==> src/rtl/id_ex_operand_stage.sv <==
// rtl/id_ex_operand_stage.sv - ID/EX pipeline register with operand forwarding and load-use bubbles
module id_ex_operand_stage #(
  parameter int XLEN = 32,
  parameter int RA_W = 5
) (
  input  logic            clk,
  input  logic            rst,
  input  logic            stall,
  input  logic            flush,
  input  logic            id_valid,
  input  logic [2:0]      id_alu_ctrl,
  input  logic [RA_W-1:0] id_rs1,
  input  logic [RA_W-1:0] id_rs2,
  input  logic [RA_W-1:0] id_rd,
  input  logic [XLEN-1:0] id_rs1_data,
  input  logic [XLEN-1:0] id_rs2_data,
  input  logic [XLEN-1:0] id_imm,
  input  logic [XLEN-1:0] id_pc,
  input  logic            id_a_sel,
  input  logic            id_b_sel,
  input  logic            id_reg_write,
  input  logic            id_mem_read,
  input  logic            id_mem_write,
  input  logic            mem_reg_write,
  input  logic [RA_W-1:0] mem_rd,
  input  logic [XLEN-1:0] mem_result,
  input  logic            wb_reg_write,
  input  logic [RA_W-1:0] wb_rd,
  input  logic [XLEN-1:0] wb_result,
  output logic            load_use_stall,
  output logic            ex_valid,
  output logic [2:0]      alu_ctrl,
  output logic [XLEN-1:0] alu_a,
  output logic [XLEN-1:0] alu_b,
  output logic [XLEN-1:0] ex_store_data,
  output logic [RA_W-1:0] ex_rd,
  output logic            ex_reg_write,
  output logic            ex_mem_read,
  output logic            ex_mem_write,
  output logic [XLEN-1:0] ex_pc
);

  typedef struct packed {
    logic            valid;
    logic [2:0]      alu_ctrl;
    logic [RA_W-1:0] rs1;
    logic [RA_W-1:0] rs2;
    logic [RA_W-1:0] rd;
    logic [XLEN-1:0] rs1_data;
    logic [XLEN-1:0] rs2_data;
    logic [XLEN-1:0] imm;
    logic [XLEN-1:0] pc;
    logic            a_sel;
    logic            b_sel;
    logic            reg_write;
    logic            mem_read;
    logic            mem_write;
  } stage_t;

  // An all-zero stage is the bubble: invalid, rd=x0, ALU op ADD, no side effects.
  localparam stage_t BUBBLE = '0;

  stage_t stage_q, stage_d;
  logic [XLEN-1:0] fwd_rs1, fwd_rs2;

  function automatic logic [XLEN-1:0] fwd_sel(
    input logic [RA_W-1:0] src,
    input logic [XLEN-1:0] held,
    input logic            m_we,
    input logic [RA_W-1:0] m_rd,
    input logic [XLEN-1:0] m_val,
    input logic            w_we,
    input logic [RA_W-1:0] w_rd,
    input logic [XLEN-1:0] w_val
  );
    logic [XLEN-1:0] res;
    res = held;
    if (m_we && (m_rd != '0) && (m_rd == src)) begin
      res = m_val;
    end else if (w_we && (w_rd != '0) && (w_rd == src)) begin
      res = w_val;
    end
    return res;
  endfunction

  always_comb begin
    fwd_rs1 = fwd_sel(stage_q.rs1, stage_q.rs1_data, mem_reg_write, mem_rd, mem_result,
                      wb_reg_write, wb_rd, wb_result);
    fwd_rs2 = fwd_sel(stage_q.rs2, stage_q.rs2_data, mem_reg_write, mem_rd, mem_result,
                      wb_reg_write, wb_rd, wb_result);
  end

  // Conservative: any rs match counts, even when the operand is replaced by imm.
  assign load_use_stall = id_valid && stage_q.valid && stage_q.mem_read &&
                          (stage_q.rd != '0) &&
                          ((stage_q.rd == id_rs1) || (stage_q.rd == id_rs2));

  always_comb begin
    stage_d = stage_q;
    if (flush) begin
      stage_d = BUBBLE;
    end else if (stall) begin
      // Keep the instruction but latch forwarded data so a retiring WB value survives.
      stage_d.rs1_data = fwd_rs1;
      stage_d.rs2_data = fwd_rs2;
    end else if (load_use_stall) begin
      stage_d = BUBBLE;
    end else begin
      stage_d.valid     = id_valid;
      stage_d.alu_ctrl  = id_alu_ctrl;
      stage_d.rs1       = id_rs1;
      stage_d.rs2       = id_rs2;
      stage_d.rd        = id_rd;
      stage_d.rs1_data  = id_rs1_data;
      stage_d.rs2_data  = id_rs2_data;
      stage_d.imm       = id_imm;
      stage_d.pc        = id_pc;
      stage_d.a_sel     = id_a_sel;
      stage_d.b_sel     = id_b_sel;
      stage_d.reg_write = id_reg_write;
      stage_d.mem_read  = id_mem_read;
      stage_d.mem_write = id_mem_write;
    end
  end

  always_ff @(posedge clk or posedge rst) begin
    if (rst) begin
      stage_q <= BUBBLE;
    end else begin
      stage_q <= stage_d;
    end
  end

  assign ex_valid      = stage_q.valid;
  assign alu_ctrl      = stage_q.alu_ctrl;
  assign alu_a         = stage_q.a_sel ? stage_q.pc : fwd_rs1;
  assign alu_b         = stage_q.b_sel ? stage_q.imm : fwd_rs2;
  assign ex_store_data = fwd_rs2;
  assign ex_rd         = stage_q.rd;
  assign ex_reg_write  = stage_q.reg_write;
  assign ex_mem_read   = stage_q.mem_read;
  assign ex_mem_write  = stage_q.mem_write;
  assign ex_pc         = stage_q.pc;

endmodule

==> config.mk <==
export PLATFORM = sky130hd
export DESIGN_NAME = id_ex_operand_stage
export DESIGN_NICKNAME = d
export VERILOG_FILES = /design/src/rtl/id_ex_operand_stage.sv
export SDC_FILE = /design/constraint.sdc
export NUM_CORES = 1
export LEC_CHECK = 0
export ABC_AREA = 1
export CAP_MARGIN = 15
export CORE_ASPECT_RATIO = 0.8
export CORE_UTILIZATION = 45
export CTS_BUF_LIST = sky130_fd_sc_hd__clkbuf_16
export DETAILED_ROUTE_END_ITERATION = 6
export PLACE_DENSITY_LB_ADDON = 0.2
export RECOVER_POWER = 100
export SETUP_SLACK_MARGIN = 0.2
export SYNTH_ARGS = -nofsm -noshare
export SYNTH_HDL_FRONTEND = slang
export SYNTH_SLANG_ARGS = --single-unit
==> constraint.sdc <==
create_clock -name clk -period 6.1 [get_ports clk]
set_clock_uncertainty 0.1 [all_clocks]
set_input_delay 1.22 -clock clk [delete_from_list [all_inputs] [get_ports clk]]
set_output_delay 1.22 -clock clk [all_outputs]
set_load 0.02 [all_outputs]
== Word-level counts from Yosys, hierarchy flattened ==
Cells that the tools add are included.

* Flip-flop bits (word level): 152
* Output and inout bits: 141

* Equality and inequality tests: 7
* Muxes and demuxes: 11
* Reduce and logical (&&, ||, !) cells: 14

{| class="wikitable"
|+ Operators with widths
! cell !! number
|-
| $mux 152 || 2
|-
| $mux 32 || 6
|-
| $mux 69 || 1
|-
| $mux 64 || 1
|-
| $eq 5x5->1 || 6
|-
| $mux 19 || 1
|-
| $reduce_bool 5->1 || 3
|-
| $logic_and 1x1->1 || 10
|-
| $ne 2x1->1 const B || 1
|-
| $logic_or 1x1->1 || 1
|}

== Longest topological paths before layout ==
* Depth after elaboration: 7
* Depth in mapped cells: 11

== Worst setup path after synthesis ==
No wires, ideal clock.

* Path kind: input -> output
* Start: in mem_rd[2]
* End: out alu_a[10]
* Data arrival time: 2.259 ns
* Required time: 4.780 ns
* Setup slack: 2.521 ns
* Stages on the path: 9
* Buffers on the path: 1
* Cells stage by stage: nor3_1 nand2_1 nand2_1 inv_1 nand3_1 buf_2 nand3_1 nand3_1 nand2_1

* Cells in the longest elaborated chain, start to end: 5

{| class="wikitable"
|+ Ends and longest elaborated chain
! item !! line !! source
|-
| start, declared || 25 || <nowiki>input logic [RA_W-1:0] mem_rd,</nowiki>
|-
| $reduce_bool 5->1 || 78 || <nowiki>if (m_we && (m_rd != '0) && (m_rd == src)) begin</nowiki>
|-
| $logic_and 1x1->1 || 78 ||
|-
| $logic_and 1x1->1 * || 78 ||
|-
| $mux 32 * || 78 ||
|-
| $mux 32 * || 136 || <nowiki>assign alu_a = stage_q.a_sel ? stage_q.pc : fwd_rs1;</nowiki>
|-
| end, declared || 33 || <nowiki>output logic [XLEN-1:0] alu_a,</nowiki>
|}

Mark *: on every way between the ends. The rest lies on a longest branch, timed or not.

== Worst setup path in the final report ==
* Start: in mem_rd[2]
* End: out alu_a[13]

The elaborated chain is that of the path after synthesis.

==> impl_metrics.env <==
export IMPL_outcome="finished with violations"
export IMPL_violations="max-capacitance violations, max-slew violations"
export IMPL_rsz0062_at_grt="false"
export IMPL_vias_per_cell=5.65
export IMPL_ir_drop_mv=0.123
export IMPL_drc=0
export IMPL_die_x_um=164
export IMPL_critical_path_arrival_ns=4.40
export IMPL_drive_above_1_share=0.0398
export IMPL_period_share=0.937
export IMPL_synthTopCellsByArea="dfrtp_1 (40%), nand3_1 (24%), nand2_1 (18%), buf_4 (3.2%), buf_2 (2.3%)"
export IMPL_hold_path_depth=2
export IMPL_grt_pass1_wl_um=57500
export IMPL_drt_iter0_drc=1421
export IMPL_ys_ff_latch=152
export IMPL_fill_cells=1802
export IMPL_cp_top_family="buffers and inverters"
export IMPL_core_rowCount=47
export IMPL_holdWs_ns=0.382
export IMPL_power_density_nw_per_um2=223
export IMPL_routabilityCongestion=0.892
export IMPL_setup_violations=0
export IMPL_dr_total_vias=10766
export IMPL_numPlacedInstances=1873
export IMPL_drt_total_wl_um=37100
export IMPL_crit_chain="clkdlybuf4s50_1 -> nor3_1 -> nand2_1 -> nand2_1 -> inv_1 -> nand3_1 -> clkbuf_2 -> nand3_1 -> nand3_1 -> nand2_1 -> dlygate4sd3_1"
export IMPL_cts_htree_levels=4
export IMPL_seq_area_um2=3800
export IMPL_crit_path_max_incr_delay_ns=0.64
export IMPL_cp_end_kind="output pin"
export IMPL_cp_depth=11
export IMPL_first_global_vias=10283
export IMPL_synth_edff_count=0
export IMPL_crit_slowest_cell="dlygate4sd3_1"
export IMPL_cts_num_sinks=152
export IMPL_maxCapViolations=3
export IMPL_postSynthNetCount=1582
export IMPL_multi_input_area_um2=4750
export IMPL_reg2reg_depth=9
export IMPL_p_leak_nw=6.97
export IMPL_die_area_um2=21600
export IMPL_crit_type="in2out"
export IMPL_hold_viol=0
export IMPL_cts_clk_slew_worst_paths_ns=0.05
export IMPL_ys_top_cells_by_count="nand2_1 (451), nand3_1 (445), dfrtp_1 (152), inv_1 (44), buf_2 (43)"
export IMPL_yosys_area_top_type="dfrtp_1"
export IMPL_synthMostInstantiatedCell="nand2_1"
export IMPL_core_um2=20600
export IMPL_ctsResizeCount=0
export IMPL_ys_warn_count=0
export IMPL_synthCells=1350
export IMPL_syn_area_um2=9470
export IMPL_drt_first_pass_iters=6
export IMPL_worst_pin_slew_ns=3.26
export IMPL_hold_path_class="reg2reg"
export IMPL_critPathRequiredTime_ns=4.78
export IMPL_crit_buf_inv=4
export IMPL_nets=1855
export IMPL_final_cells=1904
export IMPL_drtAntennaViolNets=0
export IMPL_port_buffers=372
export IMPL_start_kind="input pin"
export IMPL_synthArstFlopShare=1.00
export IMPL_utilization=0.659
export IMPL_die_h_um=132
export IMPL_diodes=0
export IMPL_synth_top_area_share=0.402
export IMPL_cts_root_buffer="clkbuf_16"
export IMPL_tns_ns=0
export IMPL_cts_made_buffers=17
export IMPL_max_freq_mhz=175
export IMPL_slew_viol_final=238
export IMPL_grt_max_degree=153
export IMPL_ys_types=22
export IMPL_synth_flop_cell="dfrtp_1"
export IMPL_start_util=0.459
export IMPL_critPathMaxFanout=17
export IMPL_seq_area_frac_synth=0.402
export IMPL_clkLatencyLatePin_ns=0.43
export IMPL_synth_avg_cell_area_um2=7.01
export IMPL_grt_usage=0.345
export IMPL_power_total_mw=3.03
export IMPL_max_slew_margin=-1.18
export IMPL_routedWlPerCell_um=19.5
export IMPL_cts_tree="done"
export IMPL_grt_overflow_total=0
export IMPL_hpwl_um=24300
export IMPL_max_clock_path_buffers=2
export IMPL_antenna_found_initial=0
export IMPL_postCtsSetupRepairBufs=0
export IMPL_ioPinCount=373
export IMPL_synthToLayoutAreaGrowth_pct=43.7
export IMPL_hold_buffers=0
export IMPL_finalCriticalPeriod_ns=5.72
layout by cell type (no fill, tap or decap), drive strengths merged, types with 18 or more instances in the layout:
master         count
inv               48
clkbuf            22
buf               18
nand3            446
clkdlybuf4s50    246
and2              32
nand2            452
dfrtp            152
nand4             34
dlygate4sd3      126
final timing paths:
| kind | slack (ns) | endpoint | from |
|---|---|---|---|
| setup reg to reg | 1.72 | stage_q[129] | ex_rd[2] |
| hold reg to reg | 0.38 | stage_q[50] | stage_q[50] |
| hold / removal | 0.38 | stage_q[50] | stage_q[50] |
| setup / recovery | 0.38 | alu_a[13] | mem_rd[2] |
| min in group asynchronous | 2.32 | ex_mem_write | rst |
| max in group asynchronous | 1.17 | stage_q[50] | rst |
layer usage:
| layer | track usage | part of all wire | vias up |
|---|---|---|---|
| met5 | 0 | 0 | - |
| met4 | 0.132 | 0.032 | 0 |
| met3 | 0.0840 | 0.11 | 93 |
| met2 | 0.548 | 0.46 | 681 |
| met1 | 0.452 | 0.40 | 5025 |
| li1 | - | - | 4967 |
sequential cells by signal (all words and copies together), names as in the netlist:
signal,cells
ex_valid,1
alu_ctrl,3
ex_mem_read,1
ex_pc,32
stage_q,108
ex_reg_write,1
ex_rd,5
ex_mem_write,1
where the power goes:
group          internal, mW  switching, mW
Clock                 0.722          0.447
Sequential             1.07         0.0332
Combinational         0.333          0.431
Total                  2.12          0.912
cells by family (layout without fill, tap and decap cells):
family	count (synthesis)	count (layout)	share of synthesized area
DFF	152	152	0.402
xor gates and xnor gates	26	26	0.0241
AOI/OAI and AO/OA	1	1	0.000528
and+or+nand+nor	985	985	0.471
buffers and inverters	186	471	0.102
worst register-to-register path: cells and delay by family, from the launching register on:
kind,cells,cell delay (ns)
buffers and inverters,3,2.71
and+or+nand+nor,6,1.03
DFF,1,0.46
cell type report:
| cell class | instances | share of cell area |
|---|---|---|
| Tap cell | 269 | 0.0247 |
| Clock inverter | 14 | 0.0153 |
| Timing Repair Buffer | 395 | 0.287 |
| Sequential cell | 152 | 0.280 |
| Multi-Input combinational cell | 1012 | 0.349 |
| Inverter | 45 | 0.0124 |
| Clock buffer | 17 | 0.0313 |
metrics by stage:
stage                     area (µm²)  worst slack, ns
final                          13600            0.385
after global routing           13600            0.171
after CTS                      13600            0.582
after detailed placement       13000            0.583
after global placement         13000            0.599
after floorplan                 9470            0.687
Power figures use the tool's default switching activity.
